## src/rtl/ama_riscv_defines.sv

```systemverilog
// Shared RISC-V core definitions: branch outcome, predictor update strobes
// and the speculation-tracker state encoding.
package ama_riscv_defines;

  typedef enum logic {
    B_NT = 1'b0,
    B_T  = 1'b1
  } branch_t;

  typedef struct packed {
    logic enter;
    logic resolve;
  } spec_t;

  typedef enum logic [1:0] {
    IDLE  = 2'd0,
    SPEC  = 2'd1,
    FLUSH = 2'd2
  } spec_state_t;

endpackage

```

## src/rtl/ama_riscv_sat_cnt.sv

```systemverilog
// Parameterized up-counter that sticks at all-ones instead of wrapping.
module ama_riscv_sat_cnt #(
  parameter int W = 32
) (
  input  logic         clk,
  input  logic         rst_n,
  input  logic         inc,
  output logic [W-1:0] cnt
);

  logic [W-1:0] cnt_r;

  // count up on inc, hold once every bit is set
  always_ff @(posedge clk or negedge rst_n) begin
    if (!rst_n) begin
      cnt_r <= {W{1'b0}};
    end else if (inc && (cnt_r != {W{1'b1}})) begin
      cnt_r <= cnt_r + {{(W-1){1'b0}}, 1'b1};
    end else begin
      cnt_r <= cnt_r;
    end
  end

  assign cnt = cnt_r;

endmodule

```

## src/rtl/ama_riscv_bp_spec.sv

```systemverilog
// Branch speculation tracker: one conditional branch in flight between decode
// and execute. Optional statistics counters with AMA_RISCV_BP_STATS_EN.
module ama_riscv_bp_spec
  import ama_riscv_defines::*;
#(
  parameter int CNT_W = 32
) (
  input  logic    clk,
  input  logic    rst_n,
  input  logic    dec_br,
  input  logic    dec_stall,
  input  branch_t pred,
  input  logic    exe_br,
  input  branch_t br_res,
  output spec_t   spec,
  output branch_t pred_made,
  output logic    mispred,
  output logic    redirect_t,
  output logic    flush,
  output logic    dec_hold
`ifdef AMA_RISCV_BP_STATS_EN
  ,
  output logic [CNT_W-1:0] stat_br,
  output logic [CNT_W-1:0] stat_mispred
`endif
);

  spec_state_t state_r;
  spec_state_t state_nxt_s;
  branch_t     pred_made_r;
  logic        flush_r;
  logic        enter_s;
  logic        resolve_s;
  logic        mispred_s;
  logic        redirect_s;
  logic        dec_hold_s;

  // state register
  always_ff @(posedge clk or negedge rst_n) begin
    if (!rst_n) begin
      state_r <= IDLE;
    end else begin
      state_r <= state_nxt_s;
    end
  end

  // next-state logic; strobes below are already gated by rst_n
  always_comb begin
    state_nxt_s = state_r;
    case (state_r)
      IDLE: begin
        if (enter_s) begin
          state_nxt_s = SPEC;
        end else begin
          state_nxt_s = IDLE;
        end
      end
      SPEC: begin
        if (!exe_br) begin
          state_nxt_s = SPEC;
        end else if (mispred_s) begin
          state_nxt_s = FLUSH;
        end else if (enter_s) begin
          state_nxt_s = SPEC;
        end else begin
          state_nxt_s = IDLE;
        end
      end
      FLUSH:   state_nxt_s = IDLE;
      default: state_nxt_s = IDLE;
    endcase
  end

  // combinational strobes; all forced low while reset is asserted
  always_comb begin
    enter_s    = 1'b0;
    resolve_s  = 1'b0;
    mispred_s  = 1'b0;
    redirect_s = 1'b0;
    dec_hold_s = 1'b0;
    if (rst_n) begin
      case (state_r)
        IDLE: begin
          enter_s = dec_br & ~dec_stall;
        end
        SPEC: begin
          if (exe_br) begin
            resolve_s  = 1'b1;
            mispred_s  = (br_res != pred_made_r);
            redirect_s = mispred_s & (br_res == B_T);
            // a mispredicting resolve must not let the wrong-path branch in
            enter_s    = ~mispred_s & dec_br & ~dec_stall;
          end else begin
            dec_hold_s = dec_br;
          end
        end
        FLUSH: begin
          enter_s = 1'b0;
        end
        default: begin
          enter_s = 1'b0;
        end
      endcase
    end else begin
      enter_s = 1'b0;
    end
  end

  // prediction latched at each enter, held in between
  always_ff @(posedge clk or negedge rst_n) begin
    if (!rst_n) begin
      pred_made_r <= B_NT;
    end else if (enter_s) begin
      pred_made_r <= pred;
    end else begin
      pred_made_r <= pred_made_r;
    end
  end

  // one-cycle flush pulse following a mispredict
  always_ff @(posedge clk or negedge rst_n) begin
    if (!rst_n) begin
      flush_r <= 1'b0;
    end else begin
      flush_r <= mispred_s;
    end
  end

  assign spec.enter   = enter_s;
  assign spec.resolve = resolve_s;
  assign pred_made    = pred_made_r;
  assign mispred      = mispred_s;
  assign redirect_t   = redirect_s;
  assign flush        = flush_r;
  assign dec_hold     = dec_hold_s;

`ifdef AMA_RISCV_BP_STATS_EN
  ama_riscv_sat_cnt #(.W(CNT_W)) u_stat_br (
    .clk   (clk),
    .rst_n (rst_n),
    .inc   (resolve_s),
    .cnt   (stat_br)
  );

  ama_riscv_sat_cnt #(.W(CNT_W)) u_stat_mispred (
    .clk   (clk),
    .rst_n (rst_n),
    .inc   (mispred_s),
    .cnt   (stat_mispred)
  );
`endif

endmodule
```

## config.mk

```make
export PLATFORM = sky130hd
export DESIGN_NAME = ama_riscv_bp_spec
export DESIGN_NICKNAME = d
export VERILOG_FILES = /design/src/rtl/ama_riscv_defines.sv /design/src/rtl/ama_riscv_sat_cnt.sv /design/src/rtl/ama_riscv_bp_spec.sv
export SDC_FILE = /design/constraint.sdc
export NUM_CORES = 1
export LEC_CHECK = 0
export BUFFER_PORTS_ARGS = -buffer_cell sky130_fd_sc_hd__buf_2
export CORE_AREA = 2 2 39 41
export DETAILED_ROUTE_END_ITERATION = 10
export DIE_AREA = 0 0 41 43
export PLACE_DENSITY_LB_ADDON = 0.25
export SLEW_MARGIN = 0
export SYNTH_ARGS = -nofsm -noshare
export SYNTH_HDL_FRONTEND = slang
export SYNTH_SLANG_ARGS = --single-unit
```

## constraint.sdc

```tcl
create_clock -name clk -period 1.77 [get_ports clk]
set_input_delay 0.2655 -clock clk [delete_from_list [all_inputs] [get_ports clk]]
set_output_delay 0.2655 -clock clk [all_outputs]
set_load 0.01 [all_outputs]
```

# After elaboration in Yosys (flattened, before gate mapping)

Index checks and enable logic that the tools add are counted.

Output and inout port bits: 7
Register bits after elaboration: 4
Bits of input ports: 7
Word-level logic and storage cells: 31

Mux-type cells: 19
Reductions and logical operators: 1
Bitwise logic cells: 6
Equal/unequal tests: 2

Operator list:

| kind                 | number |
|---|---|
| $mux W1              | 15 |
| $and A1 B1 Y1        | 4 |
| $mux W2              | 2 |
| $pmux W2 S2          | 1 |
| $eq A2 B1 Y1 const B | 1 |
| $logic_not A2 Y1     | 1 |
| $not A1 Y1           | 2 |
| $pmux W1 S2          | 1 |
| $ne A1 B1 Y1         | 1 |

# Logic depth before layout (Yosys ltp)

Depth after elaboration: 11
Mapped depth: 5
Mapped depth without buffers: 5

# Worst setup path after synthesis

Ideal clock, no wire load.

Path kind: register -> register
Start: reg pred_made_r, in the netlist pred_made
End: reg pred_made_r, in the netlist pred_made
Data arrival time: 1.254 ns
Path buffers: 0
Cell stages (with the launch flop): 6
Clock period less this slack: 1.381 ns
Library setup time: 0.128 ns
Required time: 1.642 ns
Setup slack: 0.389 ns
Path through: dfrtp_1 inv_1 ha_1 nand2_1 a21oi_4 mux2_1

Longest elaborated chain between the ends: 7

RTL lines:

| item                       | RTL line                 | RTL |
|---|---|---|
| start, declared            | ama_riscv_bp_spec.sv:30  | `branch_t pred_made_r;` |
| start signal, assigned     | ama_riscv_bp_spec.sv:114 | `pred_made_r <= pred;` |
| start signal, assigned     | ama_riscv_bp_spec.sv:116 | `pred_made_r <= pred_made_r;` |
| $ne A1 B1 Y1               | ama_riscv_bp_spec.sv:89  | `mispred_s = (br_res != pred_made_r);` |
| $not A1 Y1                 | ama_riscv_bp_spec.sv:92  | `enter_s = ~mispred_s & dec_br & ~dec_stall;` |
| $and A1 B1 Y1 (2 in a row) | ama_riscv_bp_spec.sv:92  |  |
| $mux W1                    | ama_riscv_bp_spec.sv:87  | `if (exe_br) begin` |
| $pmux W1 S2                | ama_riscv_bp_spec.sv:82  | `case (state_r)` |
| $mux W1                    | ama_riscv_bp_spec.sv:81  | `if (rst_n) begin` |
| via enter_s                | ama_riscv_bp_spec.sv:32  | `logic enter_s;` |

The timed path passes the listed nets, and every way through them passes these cells.
A chain may end at the register's enable or synchronous reset.

==> key figures <==
Outcome
  • Status: complete, no violations

Power
  • Internal power: 206.3 uW
  • Leakage power figure: 0.1942 nW
  • Total power: around 280 uW
  • Sequential Power Share: 0.390
  • Switching power: 71.14 uW
  • Combinational Power Share: 0.223
  • Power Density: 777.9 mW/mm^2
  • Clock power share: 0.387
  • Peak VDD IR: roughly 340 uV
  • Switch share: 0.2565

Worst setup path
  • Kind of launch point of the worst setup path: register
  • Data required, critical path: 1.50 ns
  • Critical path arrival: 1.29 ns
  • Crit path capture type: output port
  • Kind of critical path: register to output port
  • Max FO, Critical Path: 3

Synthesis
  • YS warnings: 0
  • FF+latch count, synth: 4
  • Count leader, synth: dfrtp_1
  • Syn_nets: 30
  • Top-area cell type share of the netlist area: 0.3941
  • Seq/Total Area, Yosys: 0.3941
  • Cell taking the most area after synthesis: dfrtp_1
  • Synthesized instance count: 22
  • EDFF count, synth: 0
  • Async S/R FF share, synth: 1.000
  • Mapped Area: 254.0 sq um
  • Synth top area cells: dfrtp_1, nand4bb_4, and2_1
  • Avg Inst Size Synth: between 10 and 15 sq um
  • Synth top cells by count: dfrtp_1, and2_1, buf_4, inv_1
  • Synth Flop Type: dfrtp_1
  • Netlist cell types: 15

Finish
  • Post-route cell area: 356.6 sq um
  • Ant diodes: 0
  • # nets final: 47
  • Area Overhead vs Synth: 40.39%
  • Share of cells above drive strength 1: 0.4865

Timing
  • TNS Setup: 0 ns
  • Final setup viols: 0
  • Final Slew Violations: 0
  • Slew at the pin closest to its max-slew limit: 0.1840 ns
  • Max Clk Rate: 642.7 MHz
  • RSZ-0062 raised after global routing: false
  • Fin Hold WS: 0.2657 ns
  • Final worst path period share: 0.8790
  • Final hold vios: 0
  • Crit path time final: 1.556 ns
  • Final Skew: 0.0006889 ns
  • Rel. slew slack: 0.8769

Global routing
  • Total global routing overflow: 0
  • Vias in the first global route: ~210
  • First-pass GRT wire length: about 750 um
  • Antenna violations before repair: 0
  • Global Route Usage Sum: 0.06263
  • Largest net degree at the start of global routing: 6

Clocking
  • Total CTS buffers: 3
  • Post-cts repair resize count: 0
  • CTS root buf: clkbuf_4
  • Total clock sinks: 4
  • Clock Latency Late Sink: 0.22 ns
  • CTS tree: done
  • H-tree depth: 1
  • Setup Fix Bufs, Post-CTS: 0
  • Clock Tree Buf Depth: 2
  • Clock transition at path regs: roughly 0.040 ns

Flow run
  • MaxCap Viol Count: 0

Drt
  • Routed wl met3: about 66 um
  • DR pass1 iterations: 2
  • Antenna viol nets, final: 0
  • Vias/cell: 3.811
  • Via count: 202
  • DRT met1 WL: between 150 and 200 um
  • DRC Markers: 0
  • Iteration-0 DRC Markers: 1
  • Met2 routed wirelength: 224 um
  • Drt wl/cell: 9.000 um
  • Final WL: ~480 um
  • Top routing layer in use: met3

Worst hold path
  • Class of the worst hold path: primary input to register

Die
  • Die Area: 0.001763 sq mm
  • CORE AREA: 0.001384 sq mm
  • Height of the die: between 40 and 50 um
  • # rows: 14
  • Initial Util: 0.1835
  • I/O pins: 14
  • Die Wd: 41 um

Placement
  • DP HPWL: 400.7 um
  • PortBufs: 13
  • Routability cong.: 0.7369
  • Placed cell areas: 324.1 sq um
-- stage by stage --
| stage | worst slack, ns | std cells | utilization |
|---|---|---|---|
| 6_report | 0.2141 | 53 | 0.2577 |
| 4_1_cts | 0.2007 | 53 | 0.2577 |
| 3_3_place_gp | 0.3854 | 49 | 0.2342 |
| 2_1_floorplan | 0.3888 | 22 | - |
| 5_1_grt | 0.1051 | 53 | 0.2577 |
| 3_5_place_dp | 0.3888 | 49 | 0.2342 |
-- layout by cell type (no fill, tap or decap), drive strengths merged --
| cell type | n |
|---|---|
| clkbuf | 3 |
| nor2b | 1 |
| inv | 2 |
| and3 | 1 |
| mux2 | 1 |
| nor3b | 1 |
| dfrtp | 4 |
| dlygate4sd3 | 1 |
| nand2 | 1 |
| buf | 13 |
| and2 | 3 |
| a21oi | 2 |
| or2 | 1 |
| ha | 1 |
| and4b | 1 |
| nand4bb | 1 |
-- worst paths after layout --
kind	from	slack, ns	endpoint	cells past startpoint
hold reg to reg	pred_made	0.51	pred_made	1
setup reg to reg	pred_made	0.40	pred_made	5
setup / recovery	pred_made	0.21	spec[1]	5
hold / removal	pred	0.27	pred_made	2
min in group asynchronous	rst_n	0.46	pred_made	2
max in group asynchronous	rst_n	1.15	state_r[0]	2
-- repair_timing --
action                                  4_1_cts  5_1_grt
hold buffers                                  1        0
endpoints found under the setup margin        0        0
endpoints found under the hold margin         4        0
-- registers in the layout, indices dropped and copies added, names as in the netlist --
signal and count:
flush 1, state_r 2, pred_made 1
-- critical path: stages, from the launching register on --
cell     delay [ns]
dfrtp_1        0.35
inv_1          0.05
ha_1           0.28
nand2_1        0.09
a21oi_4        0.16
buf_2          0.15
-- per-layer routing --
layer | global-route usage | vias to the layer above
li1 | - | 103
met1 | 0.07541 | 91
met2 | 0.09375 | 8
met3 | 0.03141 | 0
met4 | 0.02000 | 0
met5 | 0 | -
-- cell families (layout without fill, tap and decap cells) --
logic type	after synthesis	count (layout)	share of synthesized area
and+or+nand+nor	10	10	0.3400
DFF	4	4	0.3941
adders and majority gates	1	1	0.04925
buffers and inverters	4	19	0.08866
AOI/OAI and AO/OA	2	2	0.08374
muxes	1	1	0.04433
-- power groups by stage --
stage	clock, mW	sequential (mW)	combinational, mW
after floorplan	0	0.112	0.0355
after detailed placement	0	0.109	0.0610
after global placement	0	0.109	0.0630
after global routing	0.119	0.110	0.0720
final	0.107	0.108	0.0620
after CTS	0.112	0.108	0.0632
-- final cells by class --
class                           instances  area [sq um]
Clock buffer                            3         22.52
Fill cell                             148          1027
Inverter                                2         7.507
Multi-Input combinational cell         14         131.4
Sequential cell                         4         100.1
Tap cell                               16         20.02
Timing Repair Buffer                   14         75.07
No activity file was read; power rests on OpenSTA's default activity.
